File: src/rtl/spi_secondary_rxq_if.sv
// Bus bundle for spi_secondary_rxq: SPI pins, receive-queue handshake and transmit word.
// rx handshake: a word transfers on a clk edge where rx_valid && rx_ready; rx_data holds
// steady while rx_valid is high and rx_ready is low, and rx_valid never depends on rx_ready.
interface spi_secondary_rxq_if #(
  parameter int WIDTH = 8,
  parameter int DEPTH = 4
);
  logic                   sck;
  logic                   cs;
  logic                   mosi;
  logic                   miso;
  logic [WIDTH-1:0]       rx_data;
  logic                   rx_valid;
  logic                   rx_ready;
  logic [$clog2(DEPTH):0] rx_level;
  logic                   overrun;
  logic                   overrun_clr;
  logic [WIDTH-1:0]       tx_data;
  logic                   tx_taken;
  logic                   busy;

  modport slave (
    input  sck, cs, mosi, rx_ready, overrun_clr, tx_data,
    output miso, rx_data, rx_valid, rx_level, overrun, tx_taken, busy
  );

  modport master (
    output sck, cs, mosi, rx_ready, overrun_clr, tx_data,
    input  miso, rx_data, rx_valid, rx_level, overrun, tx_taken, busy
  );
endinterface

File: src/rtl/spi_secondary_rxq.sv
// SPI secondary receiver: synchronised pins, WIDTH-bit words in any CPOL/CPHA mode, FWFT queue.
// Optional MISO transmit path is built only when SPI_SECONDARY_TX_EN is defined.
module spi_secondary_rxq #(
  parameter int WIDTH = 8,
  parameter int DEPTH = 4,
  parameter int CPOL  = 0,
  parameter int CPHA  = 0
) (
  input  logic               clk,
  input  logic               rst,
  spi_secondary_rxq_if.slave bus,
  output logic [1:0]         o_dbg_state
);
  localparam int AW = $clog2(DEPTH);
  localparam int CW = $clog2(WIDTH + 1);
  localparam logic          IDLE_SCK    = (CPOL != 0);
  localparam logic          SAMPLE_RISE = ((CPOL != 0) == (CPHA != 0));
  localparam logic [CW-1:0] CNT_WORD    = CW'(WIDTH);
  localparam logic [CW-1:0] CNT_ONE     = CW'(1);
  localparam logic [AW:0]   LVL_FULL    = (AW + 1)'(DEPTH);
  localparam logic [AW:0]   LVL_ONE     = (AW + 1)'(1);
  localparam logic [AW-1:0] PTR_ONE     = AW'(1);

  typedef enum logic [1:0] {ST_LOCKOUT = 2'd0, ST_IDLE = 2'd1, ST_FRAME = 2'd2} state_t;

  logic [1:0]       r_sck_sync, r_cs_sync, r_mosi_sync;
  logic             r_sck_d;
  logic             w_sck_s, w_cs_s, w_mosi_s;
  logic             w_sample_edge, w_shift_edge;
  state_t           r_state, w_next;
  logic             w_frame_start, w_in_frame, w_busy;
  logic [CW-1:0]    r_bit_cnt;
  logic [WIDTH-1:0] r_rx_sh;
  logic             w_word_done;
  logic [WIDTH-1:0] r_mem [DEPTH];
  logic [AW-1:0]    r_wr_ptr, r_rd_ptr;
  logic [AW:0]      r_level;
  logic             r_overrun;
  logic             w_full, w_pop, w_wr, w_ovf;

  // cs sync resets to "asserted" so a frame already running across reset is locked out
  always_ff @(posedge clk or posedge rst) begin
    if (rst) begin
      r_sck_sync  <= {2{IDLE_SCK}};
      r_sck_d     <= IDLE_SCK;
      r_cs_sync   <= 2'b00;
      r_mosi_sync <= 2'b00;
    end else begin
      r_sck_sync  <= {r_sck_sync[0], bus.sck};
      r_sck_d     <= r_sck_sync[1];
      r_cs_sync   <= {r_cs_sync[0], bus.cs};
      r_mosi_sync <= {r_mosi_sync[0], bus.mosi};
    end
  end

  assign w_sck_s       = r_sck_sync[1];
  assign w_cs_s        = r_cs_sync[1];
  assign w_mosi_s      = r_mosi_sync[1];
  assign w_sample_edge = SAMPLE_RISE ? (w_sck_s & ~r_sck_d) : (~w_sck_s & r_sck_d);
  assign w_shift_edge  = SAMPLE_RISE ? (~w_sck_s & r_sck_d) : (w_sck_s & ~r_sck_d);

  always_ff @(posedge clk or posedge rst) begin
    if (rst) r_state <= ST_LOCKOUT;
    else     r_state <= w_next;
  end

  always_comb begin
    w_next = r_state;
    case (r_state)
      ST_LOCKOUT: if (w_cs_s)  w_next = ST_IDLE;
      ST_IDLE:    if (!w_cs_s) w_next = ST_FRAME;
      ST_FRAME:   if (w_cs_s)  w_next = ST_IDLE;
      default:                 w_next = ST_LOCKOUT;
    endcase
  end

  always_comb begin
    w_frame_start = 1'b0;
    w_in_frame    = 1'b0;
    w_busy        = 1'b0;
    case (r_state)
      ST_IDLE:  w_frame_start = !w_cs_s;
      ST_FRAME: begin
        w_in_frame = !w_cs_s;
        w_busy     = 1'b1;
      end
      default: ;
    endcase
  end

  assign w_word_done = (r_bit_cnt == CNT_WORD);

  // A completed word is pushed even if cs rises in the same cycle; partial words never are
  always_ff @(posedge clk or posedge rst) begin
    if (rst) begin
      r_bit_cnt <= '0;
      r_rx_sh   <= '0;
    end else if (!w_in_frame || w_word_done) begin
      r_bit_cnt <= '0;
    end else if (w_sample_edge) begin
      r_bit_cnt <= r_bit_cnt + CNT_ONE;
      r_rx_sh   <= {r_rx_sh[WIDTH-2:0], w_mosi_s};
    end
  end

  assign w_full = (r_level == LVL_FULL);
  assign w_pop  = bus.rx_valid && bus.rx_ready;
  assign w_wr   = w_word_done && (!w_full || w_pop);
  assign w_ovf  = w_word_done && w_full && !w_pop;

  always_ff @(posedge clk or posedge rst) begin
    if (rst) begin
      for (int i = 0; i < DEPTH; i++) r_mem[i] <= '0;
      r_wr_ptr  <= '0;
      r_rd_ptr  <= '0;
      r_level   <= '0;
      r_overrun <= 1'b0;
    end else begin
      if (w_wr) begin
        r_mem[r_wr_ptr] <= r_rx_sh;
        r_wr_ptr        <= r_wr_ptr + PTR_ONE;
      end
      if (w_pop) r_rd_ptr <= r_rd_ptr + PTR_ONE;
      case ({w_wr, w_pop})
        2'b10:   r_level <= r_level + LVL_ONE;
        2'b01:   r_level <= r_level - LVL_ONE;
        default: r_level <= r_level;
      endcase
      if (w_ovf)                r_overrun <= 1'b1;
      else if (bus.overrun_clr) r_overrun <= 1'b0;
    end
  end

  assign bus.rx_data   = r_mem[r_rd_ptr];
  assign bus.rx_valid  = (r_level != '0);
  assign bus.rx_level  = r_level;
  assign bus.overrun   = r_overrun;
  assign bus.busy      = w_busy;
  assign o_dbg_state   = r_state;

`ifdef SPI_SECONDARY_TX_EN
  logic [WIDTH-1:0] r_tx_sh;
  logic             r_miso, r_tx_taken;
  logic             w_load;

  assign w_load = w_frame_start || (w_in_frame && w_word_done);

  // CPHA=0 preloads the MSB, so the trailing edge that ends each word must not advance
  always_ff @(posedge clk or posedge rst) begin
    if (rst) begin
      r_tx_sh    <= '0;
      r_miso     <= 1'b0;
      r_tx_taken <= 1'b0;
    end else begin
      r_tx_taken <= w_load;
      if (!w_in_frame && !w_frame_start) begin
        r_miso <= 1'b0;
      end else if (w_load) begin
        if (CPHA == 0) begin
          r_miso  <= bus.tx_data[WIDTH-1];
          r_tx_sh <= {bus.tx_data[WIDTH-2:0], 1'b0};
        end else begin
          r_tx_sh <= bus.tx_data;
        end
      end else if (w_shift_edge && (CPHA != 0 || r_bit_cnt != '0)) begin
        r_miso  <= r_tx_sh[WIDTH-1];
        r_tx_sh <= {r_tx_sh[WIDTH-2:0], 1'b0};
      end
    end
  end

  assign bus.miso     = r_miso;
  assign bus.tx_taken = r_tx_taken;
`else
  assign bus.miso     = 1'b0;
  assign bus.tx_taken = 1'b0;
`endif
endmodule

File: src/flat_wrapper.sv
// flat-port wrapper written by rule: the top's interface ports become plain ports
module spi_secondary_rxq_flat 
#(
  parameter int WIDTH = 8,
  parameter int DEPTH = 4,
  parameter int CPOL  = 0,
  parameter int CPHA  = 0
)
  (clk, rst, o_dbg_state, bus_sck, bus_cs, bus_mosi, bus_rx_ready, bus_overrun_clr, bus_tx_data, bus_miso, bus_rx_data, bus_rx_valid, bus_rx_level, bus_overrun, bus_tx_taken, bus_busy);
  spi_secondary_rxq_if #(.WIDTH(WIDTH), .DEPTH(DEPTH)) bus_i ();
  input  logic clk;
  input  logic rst;
  output logic [1:0] o_dbg_state;
  input wire logic [$bits(bus_i.sck)-1:0] bus_sck;
  input wire logic [$bits(bus_i.cs)-1:0] bus_cs;
  input wire logic [$bits(bus_i.mosi)-1:0] bus_mosi;
  input wire logic [$bits(bus_i.rx_ready)-1:0] bus_rx_ready;
  input wire logic [$bits(bus_i.overrun_clr)-1:0] bus_overrun_clr;
  input wire logic [$bits(bus_i.tx_data)-1:0] bus_tx_data;
  output wire logic [$bits(bus_i.miso)-1:0] bus_miso;
  output wire logic [$bits(bus_i.rx_data)-1:0] bus_rx_data;
  output wire logic [$bits(bus_i.rx_valid)-1:0] bus_rx_valid;
  output wire logic [$bits(bus_i.rx_level)-1:0] bus_rx_level;
  output wire logic [$bits(bus_i.overrun)-1:0] bus_overrun;
  output wire logic [$bits(bus_i.tx_taken)-1:0] bus_tx_taken;
  output wire logic [$bits(bus_i.busy)-1:0] bus_busy;
  assign bus_i.sck = bus_sck;
  assign bus_i.cs = bus_cs;
  assign bus_i.mosi = bus_mosi;
  assign bus_i.rx_ready = bus_rx_ready;
  assign bus_i.overrun_clr = bus_overrun_clr;
  assign bus_i.tx_data = bus_tx_data;
  assign bus_miso = bus_i.miso;
  assign bus_rx_data = bus_i.rx_data;
  assign bus_rx_valid = bus_i.rx_valid;
  assign bus_rx_level = bus_i.rx_level;
  assign bus_overrun = bus_i.overrun;
  assign bus_tx_taken = bus_i.tx_taken;
  assign bus_busy = bus_i.busy;
  spi_secondary_rxq #(.WIDTH(WIDTH), .DEPTH(DEPTH), .CPOL(CPOL), .CPHA(CPHA)) u_core (.clk(clk), .rst(rst), .bus(bus_i), .o_dbg_state(o_dbg_state));
endmodule
File: config.mk
export PLATFORM = sky130hd
export DESIGN_NAME = spi_secondary_rxq_flat
export DESIGN_NICKNAME = d
export VERILOG_FILES = /design/src/rtl/spi_secondary_rxq_if.sv /design/src/rtl/spi_secondary_rxq.sv /design/src/flat_wrapper.sv
export SDC_FILE = /design/constraint.sdc
export NUM_CORES = 1
export LEC_CHECK = 0
export BUFFER_PORTS_ARGS = -buffer_cell sky130_fd_sc_hd__clkbuf_2
export CAP_MARGIN = 20
export CORE_MARGIN = 2
export CORE_UTILIZATION = 38
export DETAILED_ROUTE_END_ITERATION = 16
export MAX_ROUTING_LAYER = met4
export SLEW_MARGIN = 20
export SYNTH_ARGS = -nofsm -noshare
export SYNTH_HDL_FRONTEND = slang
export SYNTH_SLANG_ARGS = --single-unit
File: constraint.sdc
create_clock -name clk -period 1.97 [get_ports clk]
set_input_delay 0.394 -clock clk [delete_from_list [all_inputs] [get_ports clk]]
set_output_delay 0.394 -clock clk [all_outputs]
set_load 0.01 [all_outputs]
==> reports/qor.csv, run 1 <==
metric;value;unit
status;finished clean;
switching pwr;827.1;µW
WL per Instance;13.34;µm
Initial Util;39.27;%
Avg Cell Area, Syn;15.33;µm²
vias post-DR;1458;
clock slew at reported path FFs;0.06;ns
Clk Latency, worst-skew pair;0.32;ns
CTS Sinks;61;
endpoints failing setup;0;
maximum fanout along the worst path;5;
setup total negative slack;0;ns
cell total after placement;298;
row count;30;
synthesis warning total;0;
initial antenna violation count;0;
share of cells above drive strength 1;49.09;%
first-pass GRT wire length;7196;µm
CTS tree;yes;
biggest area consumer among synthesized cells;dfrtp_1;
utilization after layout;47.14;%
synth unique cells;33;
n_diodes;0;
min Tclk post-route;1.919;ns
clock buffer depth;2;
CP Cell Sequence;buf_6 > mux4_2 > clkbuf_2;
P per Cell Area;954.8;nW/µm²
drt first pass iters;4;
Syn-to-layout area delta;20.06;%
Critical Path Source Type;flop;
synth top area cells;dfrtp_1 57%, mux2_2 16%, mux4_2 6.7%;
clk root buf;clkbuf_8;
die area;7748;µm²
hold_buf cts;0;
# Max-Cap Violations;0;
die width;88.02;µm
Buffers on Ports;22;
Final Max Tran Viols;0;
initial drt markers;36;
# nets final;238;
Synth top area share;56.90;%
Sw Ratio;26.90;%
chip height;88.02;µm
routed vias/inst;4.614;
Peak Freq;0.5212;GHz
Crit. End Element;output pin;
Final Skew;0.005511;ns
Layout Cells excl Fill;316;
crit path DAT;1.52;ns
kind of critical path;flop to output pin;
CP max stage delay;0.50;ns
synthesized area;2683;µm²
Num CTS Buffers;9;
RSZ-0062 raised after global routing;yes;
sequential element share of the synthesized area;56.90;%
share of power burned in registers;48.3;%
Mapped Cells;175;
CP required;1.58;ns
Leak;1.608;nW
Tightest Hold Check Type;primary input to async pin;
clock power share;34.5;%
GRT Residual Overflow;0;
HPWL Detailed;2860;µm
antenna viol nets, final;0;
final hold vios;0;
Routed WL;4216;µm
RePlAce Congestion;0.7731;
number of global-route vias before repair;1464;
H-tree levels;3;
largest net degree at the start of global routing;62;
FF+latch count, synth;61;
GRT Util Overall;13.00;%
Final Cycle Share;97.39;%
slowest CP cell;mux4_2;
Cell Int Power;2.248;mW
Post-route DRC;0;
VDD IR max;447.8;µV
core area;6832;µm²
logic gate share of total power;17.3;%
io pins;33;
-- Yosys cell counts (all sizes together) --
cell and n:
nor2b 1, inv 9, mux4 8, a21boi 1, nand2 8, buf 5, a21oi 3, nand2b 1
nor4 1, xor2 2, o31ai 1, mux2i 1, and3b 1, nor2 8, o21ai 2, nand4 1
dfrtp 61, nor4b 1, and2b 1, conb 1, or3 1, fa 1, nand3b 2, xnor2 7
o31a 1, mux2 40, ha 6
-- worst max-delay path, delay by kind of cell, from the launching register on --
family   cells  cell delay [ns]
mux          1             0.50
flops        1             0.40
buf+inv      2             0.30
-- routing by layer --
metal | wire, µm | part of all wire, % | GRT usage, % | up-vias
met5 | 0 | 0 | - | -
met4 | 47 | 1.1 | 5.372 | 0
met3 | 141 | 3.3 | 3.864 | 7
met2 | 1999 | 47 | 18.66 | 18
met1 | 2027 | 48 | 17.29 | 741
li1 | - | - | - | 692
-- cell type report --
type                    count  area, µm²
inverters                   9      33.78
repair buffers             34      232.7
flip-flops and latches     61       1526
clock buffers              15      196.4
well taps                  96      120.1
multi-input cells         101       1111
fillers                   636       3611
-- flip-flops by register name, indices dropped and copies added, names as in the netlist, 2 cells and up --
register             count
u_core.bus.rx_level      3
u_core.o_dbg_state       2
u_core.r_bit_cnt         4
u_core.r_cs_sync         2
u_core.r_mem            32
u_core.r_mosi_sync       2
u_core.r_rd_ptr          2
u_core.r_rx_sh           8
u_core.r_sck_sync        2
u_core.r_wr_ptr          2
-- cells in the final DEF, fill, tap and decap left out, types with 2 or more instances in the layout --
master | synthesis | routed
dfrtp_1 | 61 | 61
mux2_2 | 37 | 37
clkbuf_2 | 0 | 22
clkbuf_8 | 0 | 14
inv_1 | 9 | 8
mux4_2 | 8 | 8
buf_4 | 2 | 8
xnor2_1 | 7 | 7
nor2_1 | 7 | 6
ha_1 | 6 | 5
nand2_1 | 4 | 4
nand2_4 | 4 | 4
mux2_1 | 3 | 3
nand3b_4 | 2 | 2
a21oi_1 | 2 | 2
xor2_1 | 2 | 2
o21ai_0 | 2 | 2
conb_1 | 1 | 2
buf_12 | 0 | 2
buf_6 | 0 | 2
-- power groups by stage --
stage / clock network [mW] / registers, mW / logic (mW)
6_report: 1.06 / 1.48 / 0.531
5_1_grt: 1.16 / 1.50 / 0.591
4_1_cts: 1.10 / 1.48 / 0.500
3_5_place_dp: 0 / 1.51 / 0.497
3_3_place_gp: 0 / 1.50 / 0.485
2_1_floorplan: 0 / 1.45 / 0.361
-- stage by stage --
step / worst slack [ns] / power [mW] / hold slack [ns] / cell area [µm²]
final: 0.05135 / 3.075 / 0.1055 / 3221
after CTS: -0.004656 / 3.081 / 0.1062 / 3189
after global routing: -0.02869 / 3.251 / 0.1270 / 3221
after floorplan: 0.008446 / 1.813 / 0.3312 / 2691
after detailed placement: -0.01811 / 2.003 / 0.3371 / 2985
after global placement: 0.05248 / 1.985 / 0.3344 / 2985
-- cells by family (layout without fill, tap and decap cells) --
logic type / Yosys count / in the layout / share of synthesized area [%]
AOI/OAI and AO/OA: 8 / 8 / 2.146
muxes: 49 / 49 / 23.88
adders and majority gates: 7 / 7 / 3.545
xor gates and xnor gates: 9 / 9 / 2.939
and+or+nand+nor: 26 / 26 / 8.116
other: 1 / 2 / 0.1398
buffers and inverters: 14 / 58 / 2.332
DFF: 61 / 61 / 56.90
-- path summary, 6_finish.rpt --
path,from,end,slack (ns),cells past startpoint
setup / recovery,u_core.r_rd_ptr[0],bus_rx_data[6],0.05,3
min in group clk,bus_mosi,u_core.r_mosi_sync[0],0.18,1
max in group asynchronous,rst,u_core.r_mem[19],1.62,3
hold reg to reg,u_core.r_cs_sync[0],u_core.r_cs_sync[1],0.35,0
hold / removal,rst,u_core.r_mem[12],0.11,3
setup reg to reg,u_core.r_bit_cnt[1],u_core.bus.rx_level[2],0.11,9
-- repair_timing --
action                                  4_1_cts  5_1_grt
hold endpoints to repair                      0        0
endpoints found under the setup margin        2        9
pin swaps                                     2        3
buffers inserted                              1        2
resized for setup                             0        4
Note: power is estimated with default switching activity, not from simulation.
==> run 2: changes to the inputs <==
--- a/config.mk
+++ b/config.mk
@@ -5,6 +5,7 @@
 export SDC_FILE = /design/constraint.sdc
 export NUM_CORES = 1
 export LEC_CHECK = 0
+export ABC_AREA = 1
 export BUFFER_PORTS_ARGS = -buffer_cell sky130_fd_sc_hd__clkbuf_2
 export CAP_MARGIN = 20
 export CORE_MARGIN = 2
==> reports/qor.csv, run 2 <==
metric;value;unit
switching pwr;1.201;mW
synthesized area;2768;µm²
Mapped Cells;286;
cell total after placement;401;
Final Max Tran Viols;0;
drt first pass iters;4;
WL per Instance;12.04;µm
status;finished clean;
Reg with most FFs;u_core.r_mem;
slowest CP cell;dfrtp_1;
Post-route DRC;0;
Routed WL;5021;µm
max reg flops;32;
initial drt markers;102;
FF+latch count, synth;61;
CP max stage delay;0.38;ns
# Max-Cap Violations;0;
setup ws final;0.1454;ns
routed vias/inst;4.518;
final hold vios;0;
ys async rst share;100.0;%
core area;7137;µm²
Buffers on Ports;22;
commonest non-fill, non-tap cells in the layout;61 x dfrtp_1, 56 x nand2_1, 27 x inv_1, 27 x nor2_1, 27 x o21ai_0;
clk root buf;clkbuf_8;
clock power share;32.0;%
CP Buf/Inv Count;3;
GRT Util Overall;14.51;%
die width;89.34;µm
internal reg-to-reg setup slack;0.25;ns
io pins;33;
Synth top area share;55.15;%
endpoints failing setup;0;
clock buffer depth;2;
commonest cells in the netlist;61 x dfrtp_1, 56 x nand2_1, 29 x inv_1, 27 x nor2_1, 27 x o21ai_0;
FF-to-FF Start;u_core.r_bit_cnt[0];
synth top area cells;dfrtp_1 55%, nand2_1 7.6%, o21ai_0 4.9%;
Critical Path Source Type;flop;
Final Skew;0.01266;ns
biggest area consumer among synthesized cells;dfrtp_1;
Cell Int Power;2.274;mW
CP delay by family, top;buffers and inverters;
Avg Cell Area, Syn;9.677;µm²
logic gate share of total power;27.5;%
min Tclk post-route;1.825;ns
Final Cycle Share;92.62;%
RSZ-0062 raised after global routing;no;
Tightest Hold Check Type;primary input to async pin;
maximum fanout along the worst path;16;
H-tree levels;3;
first-pass GRT wire length;8487;µm
synthesis warning total;0;
CP Cell Sequence;inv_1 > buf_4 > nor2_1 > o22ai_1 > clkbuf_2;
vias post-DR;1884;
share of cells above drive strength 1;22.64;%
post-place setup slack;0.2284;ns
HPWL Detailed;3203;µm
n_diodes;0;
Sw Ratio;34.56;%
kind of critical path;flop to output pin;
antenna viol nets, final;0;
Clk Latency, worst-skew pair;0.34;ns
Layout Cells excl Fill;417;
Num CTS Buffers;9;
Main synth FF type;dfrtp_1;
Syn-to-layout area delta;13.29;%
number of synthesized flops with an enable pin;0;
setup total negative slack;0;ns
Initial Util;38.78;%
GRT Residual Overflow;0;
most common cell after layout, fill and taps aside;dfrtp_1;
sequential element share of the synthesized area;55.15;%
fill count;747;
Crit. End Element;output pin;
crit path DAT;1.43;ns
Leak;1.495;nW
number of global-route vias before repair;1782;
Pwr Total;3.475;mW
# nets final;335;
CTS Sinks;61;
Seq. cell area;1526;µm²
clock slew at reported path FFs;0.07;ns
initial antenna violation count;0;
P per Cell Area;1108;nW/µm²
biggest regs;u_core.r_mem (32), u_core.r_rx_sh (8), u_core.r_bit_cnt (4);
RePlAce Congestion;0.7351;
CTS tree;yes;
reg2reg path depth;8;
chip height;89.34;µm
synth unique cells;29;
most frequent cell after synthesis;dfrtp_1;
row count;31;
Worst R2R End;u_core.bus.rx_level[1];
VDD IR max;288.3;µV
CP required;1.58;ns
die area;7982;µm²
largest net degree at the start of global routing;62;
Multi-input gate area;1010;µm²
Peak Freq;0.5481;GHz
share of power burned in registers;40.5;%
## run 2: kinds of logic (layout without fill, tap and decap cells)
| logic type | count (synthesis) | after routing | synth area share (%) |
|---|---|---|---|
| flip-flops | 61 | 61 | 55.15 |
| buffers and inverters | 42 | 73 | 8.499 |
| other | 1 | 2 | 0.1355 |
| XOR/XNOR | 4 | 4 | 1.266 |
| adder cells (fa/ha/maj) | 7 | 7 | 3.436 |
| AO/OA/AOI/OAI | 69 | 69 | 14.51 |
| AND/OR/NAND/NOR | 102 | 102 | 17.00 |
## run 2: worst register-to-register path: stages, from the launching register on
cell	delay [ns]
dfrtp_1	0.42
inv_1	0.06
ha_1	0.21
nand3_2	0.12
nand2_1	0.13
fa_1	0.50
inv_1	0.04
nand2_1	0.05
o21ai_0	0.07
## run 2: worst max path at each step
stage                              startpoint                      to  slack, ns  cells past startpoint
after floorplan                           rst      u_core.bus.overrun       0.06                      1
after global placement    u_core.r_bit_cnt[0]  u_core.bus.rx_level[1]       0.30                      8
after detailed placement  u_core.r_bit_cnt[0]  u_core.bus.rx_level[1]       0.23                      8
after CTS                  u_core.r_rd_ptr[1]          bus_rx_data[1]       0.02                      4
after global routing       u_core.r_rd_ptr[1]          bus_rx_data[7]       0.03                      4
final                      u_core.r_rd_ptr[0]          bus_rx_data[1]       0.15                      5
## run 2: cell type report
type	instances	share of cell area [%]
sequential	61	48.68
tap	99	3.951
timing repair buffer	26	4.868
clock buffer	9	3.951
multi-input combinational	184	32.20
inverter	31	3.990
clock inverter	7	2.354
## run 2: power groups by stage
| stage | sequential (mW) | clock, mW | combinational, mW |
|---|---|---|---|
| 6_report | 1.41 | 1.11 | 0.955 |
| 5_1_grt | 1.42 | 1.21 | 1.09 |
| 4_1_cts | 1.41 | 1.14 | 0.968 |
| 3_5_place_dp | 1.43 | 0 | 0.967 |
| 3_3_place_gp | 1.43 | 0 | 0.958 |
| 2_1_floorplan | 1.42 | 0 | 0.637 |
## run 2: repair_timing
| item | 4_1_cts | 5_1_grt |
|---|---|---|
| gates resized for setup | 0 | 1 |
| hold buffers | 0 | 0 |
| setup buffers | 0 | 0 |
| hold endpoints to repair | 0 | 0 |
| endpoints found under the setup margin | 0 | 7 |
## run 2: through the flow
stage | util (%) | cell area (µm²) | hold WS (ns)
floorplan | - | 2771 | 0.3312
global placement | 41.16 | 2938 | 0.3338
detailed placement | 41.16 | 2938 | 0.3358
CTS | 43.93 | 3136 | 0.1076
global route | 43.93 | 3136 | 0.1221
finish | 43.93 | 3136 | 0.09715
## run 2: per-layer routing
layer / vias to the layer above / GRT usage [%] / part of all wire, %
met5: - / - / 0
met4: 0 / 6.106 / 1.4
met3: 5 / 3.601 / 3.2
met2: 23 / 22.22 / 47
met1: 886 / 18.35 / 49
li1: 970 / - / -
==> run 3: changes to the inputs <==
--- a/config.mk
+++ b/config.mk
@@ -11,7 +11,7 @@
 export CORE_MARGIN = 2
 export CORE_UTILIZATION = 38
 export DETAILED_ROUTE_END_ITERATION = 16
-export MAX_ROUTING_LAYER = met4
+export RECOVER_POWER = 50
 export SLEW_MARGIN = 20
 export SYNTH_ARGS = -nofsm -noshare
 export SYNTH_HDL_FRONTEND = slang
==> constraint.sdc (replaced) <==
create_clock -name clk -period 1.9 [get_ports clk]
set_input_delay 0.38 -clock clk [delete_from_list [all_inputs] [get_ports clk]]
set_output_delay 0.38 -clock clk [all_outputs]
set_load 0.01 [all_outputs]
==> reports/qor.csv, run 3 (synthesis gave the netlist of run 2 again) <==
metric;value;unit
GRT Util Overall;14.80;%
Crit. End Element;output pin;
CTS Sinks;61;
Peak Freq;0.5504;GHz
P per Cell Area;1152;nW/µm²
RePlAce Congestion;0.7748;
Routed WL;5132;µm
chip height;89.34;µm
number of global-route vias before repair;1813;
share of cells above drive strength 1;22.26;%
Final Max Tran Viols;0;
initial antenna violation count;0;
Num CTS Buffers;9;
final instance area;3139;µm²
clock slew at reported path FFs;0.07;ns
# Max-Cap Violations;0;
drt first pass iters;4;
largest net degree at the start of global routing;25;
antenna viol nets, final;0;
max reg flops;32;
H-tree levels;3;
final hold vios;0;
core area;7137;µm²
most common cell after layout, fill and taps aside;dfrtp_1;
dpl cell area;2958;µm²
Critical Path Source Type;flop;
cell total after placement;402;
first-pass GRT wire length;8721;µm
clk root buf;clkbuf_8;
biggest regs;u_core.r_mem (32), u_core.r_rx_sh (8), u_core.r_bit_cnt (4);
kind of critical path;flop to output pin;
HPWL Detailed;3432;µm
Final Skew;0.008203;ns
Syn-to-layout area delta;13.43;%
RSZ-0062 raised after global routing;no;
internal reg-to-reg setup slack;0.20;ns
die area;7982;µm²
status;finished clean;
Clk Latency, worst-skew pair;0.33;ns
io pins;33;
Reg with most FFs;u_core.r_mem;
Post-route DRC;0;
Worst Tran Pin Value;0.8807;ns
routed vias/inst;4.603;
fill count;735;
Initial Util;38.78;%
Final Cycle Share;95.63;%
Layout Cells excl Fill;418;
die width;89.34;µm
setup total negative slack;0;ns
VDD IR max;435.0;µV
vias post-DR;1924;
min Tclk post-route;1.817;ns
initial drt markers;81;
WL per Instance;12.28;µm
CTS tree;yes;
CP required;1.52;ns
commonest non-fill, non-tap cells in the layout;61 x dfrtp_1, 56 x nand2_1, 28 x inv_1, 27 x nor2_1, 27 x o21ai_0;
Tightest Hold Check Type;primary input to async pin;
# nets final;336;
row count;31;
hold_buf cts;0;
Buffers on Ports;22;
crit path DAT;1.44;ns
Slew HR;41.19;%
clock buffer depth;2;
Leak;1.511;nW
maximum fanout along the worst path;16;
endpoints failing setup;0;
GRT Residual Overflow;0;
n_diodes;0;
-- run 3: cell types whose count changed in the layout (fill, tap and decap cells not counted), sizes merged --
| cell | change |
|---|---|
| clkbuf | +2 |
| dlymetal6s2s | +1 |
| inv | -1 |
| clkinvlp | -1 |
| buf | -1 |
| clkinv | +1 |
-- run 3: worst paths after layout --
path | cells past startpoint | endpoint | start
max | 5 | bus_rx_data[3] | u_core.r_rd_ptr[0]
min | 2 | u_core.bus.overrun | rst
max reg2reg | 9 | u_core.bus.rx_level[2] | u_core.r_bit_cnt[0]
min reg2reg | 0 | u_core.r_sck_sync[1] | u_core.r_sck_sync[0]
max in group asynchronous | 3 | u_core.r_mem[9] | rst
min in group clk | 1 | u_core.r_cs_sync[0] | bus_cs
-- run 3: per-stage QoR --
step	power [mW]	setup WS (ns)	hold slack, ns	util [%]
after floorplan	2.129	0.006955	0.3312	-
after global placement	2.480	0.2335	0.3318	41.44
after detailed placement	2.502	0.1840	0.3365	41.44
after CTS	3.667	0.006038	0.03457	44.25
after global routing	3.879	0.006303	0.1258	43.99
final	3.617	0.08302	0.1285	43.99
-- run 3: final cells by class --
type | instances | area, µm² | share of cell area, %
Clock buffer | 10 | 137.6 | 4.384
Clock inverter | 6 | 62.56 | 1.993
Inverter | 31 | 125.1 | 3.986
Multi-Input combinational cell | 184 | 1010 | 32.16
Sequential cell | 61 | 1526 | 48.62
Tap cell | 99 | 123.9 | 3.946
Timing Repair Buffer | 27 | 153.9 | 4.902
-- run 3: worst max-delay path, stage by stage, from the launching register on --
cell and delay [ns]:
dfrtp_1 0.38, inv_1 0.08, buf_6 0.17, o21ai_0 0.11, o22ai_1 0.18, clkbuf_2 0.18
-- run 3: layer usage --
metal / track usage [%] / part of all wire [%] / up-vias
met2: 21.89 / 47 / 33
li1: - / - / 975
met4: 7.598 / 1.2 / 0
met1: 20.00 / 48 / 912
met5: 0 / 0 / -
met3: 3.878 / 3.8 / 4
-- run 3: repair_timing --
action / 4_1_cts / 5_1_grt
buffers inserted: 0 / 0
gates resized for setup: 1 / 1
setup endpoints to repair: 1 / 2
endpoints found under the hold margin: 0 / 0
-- run 3: report_power, final --
group          internal [mW]  switching, mW
Combinational          0.381          0.635
Clock                  0.636          0.509
Sequential              1.38         0.0794
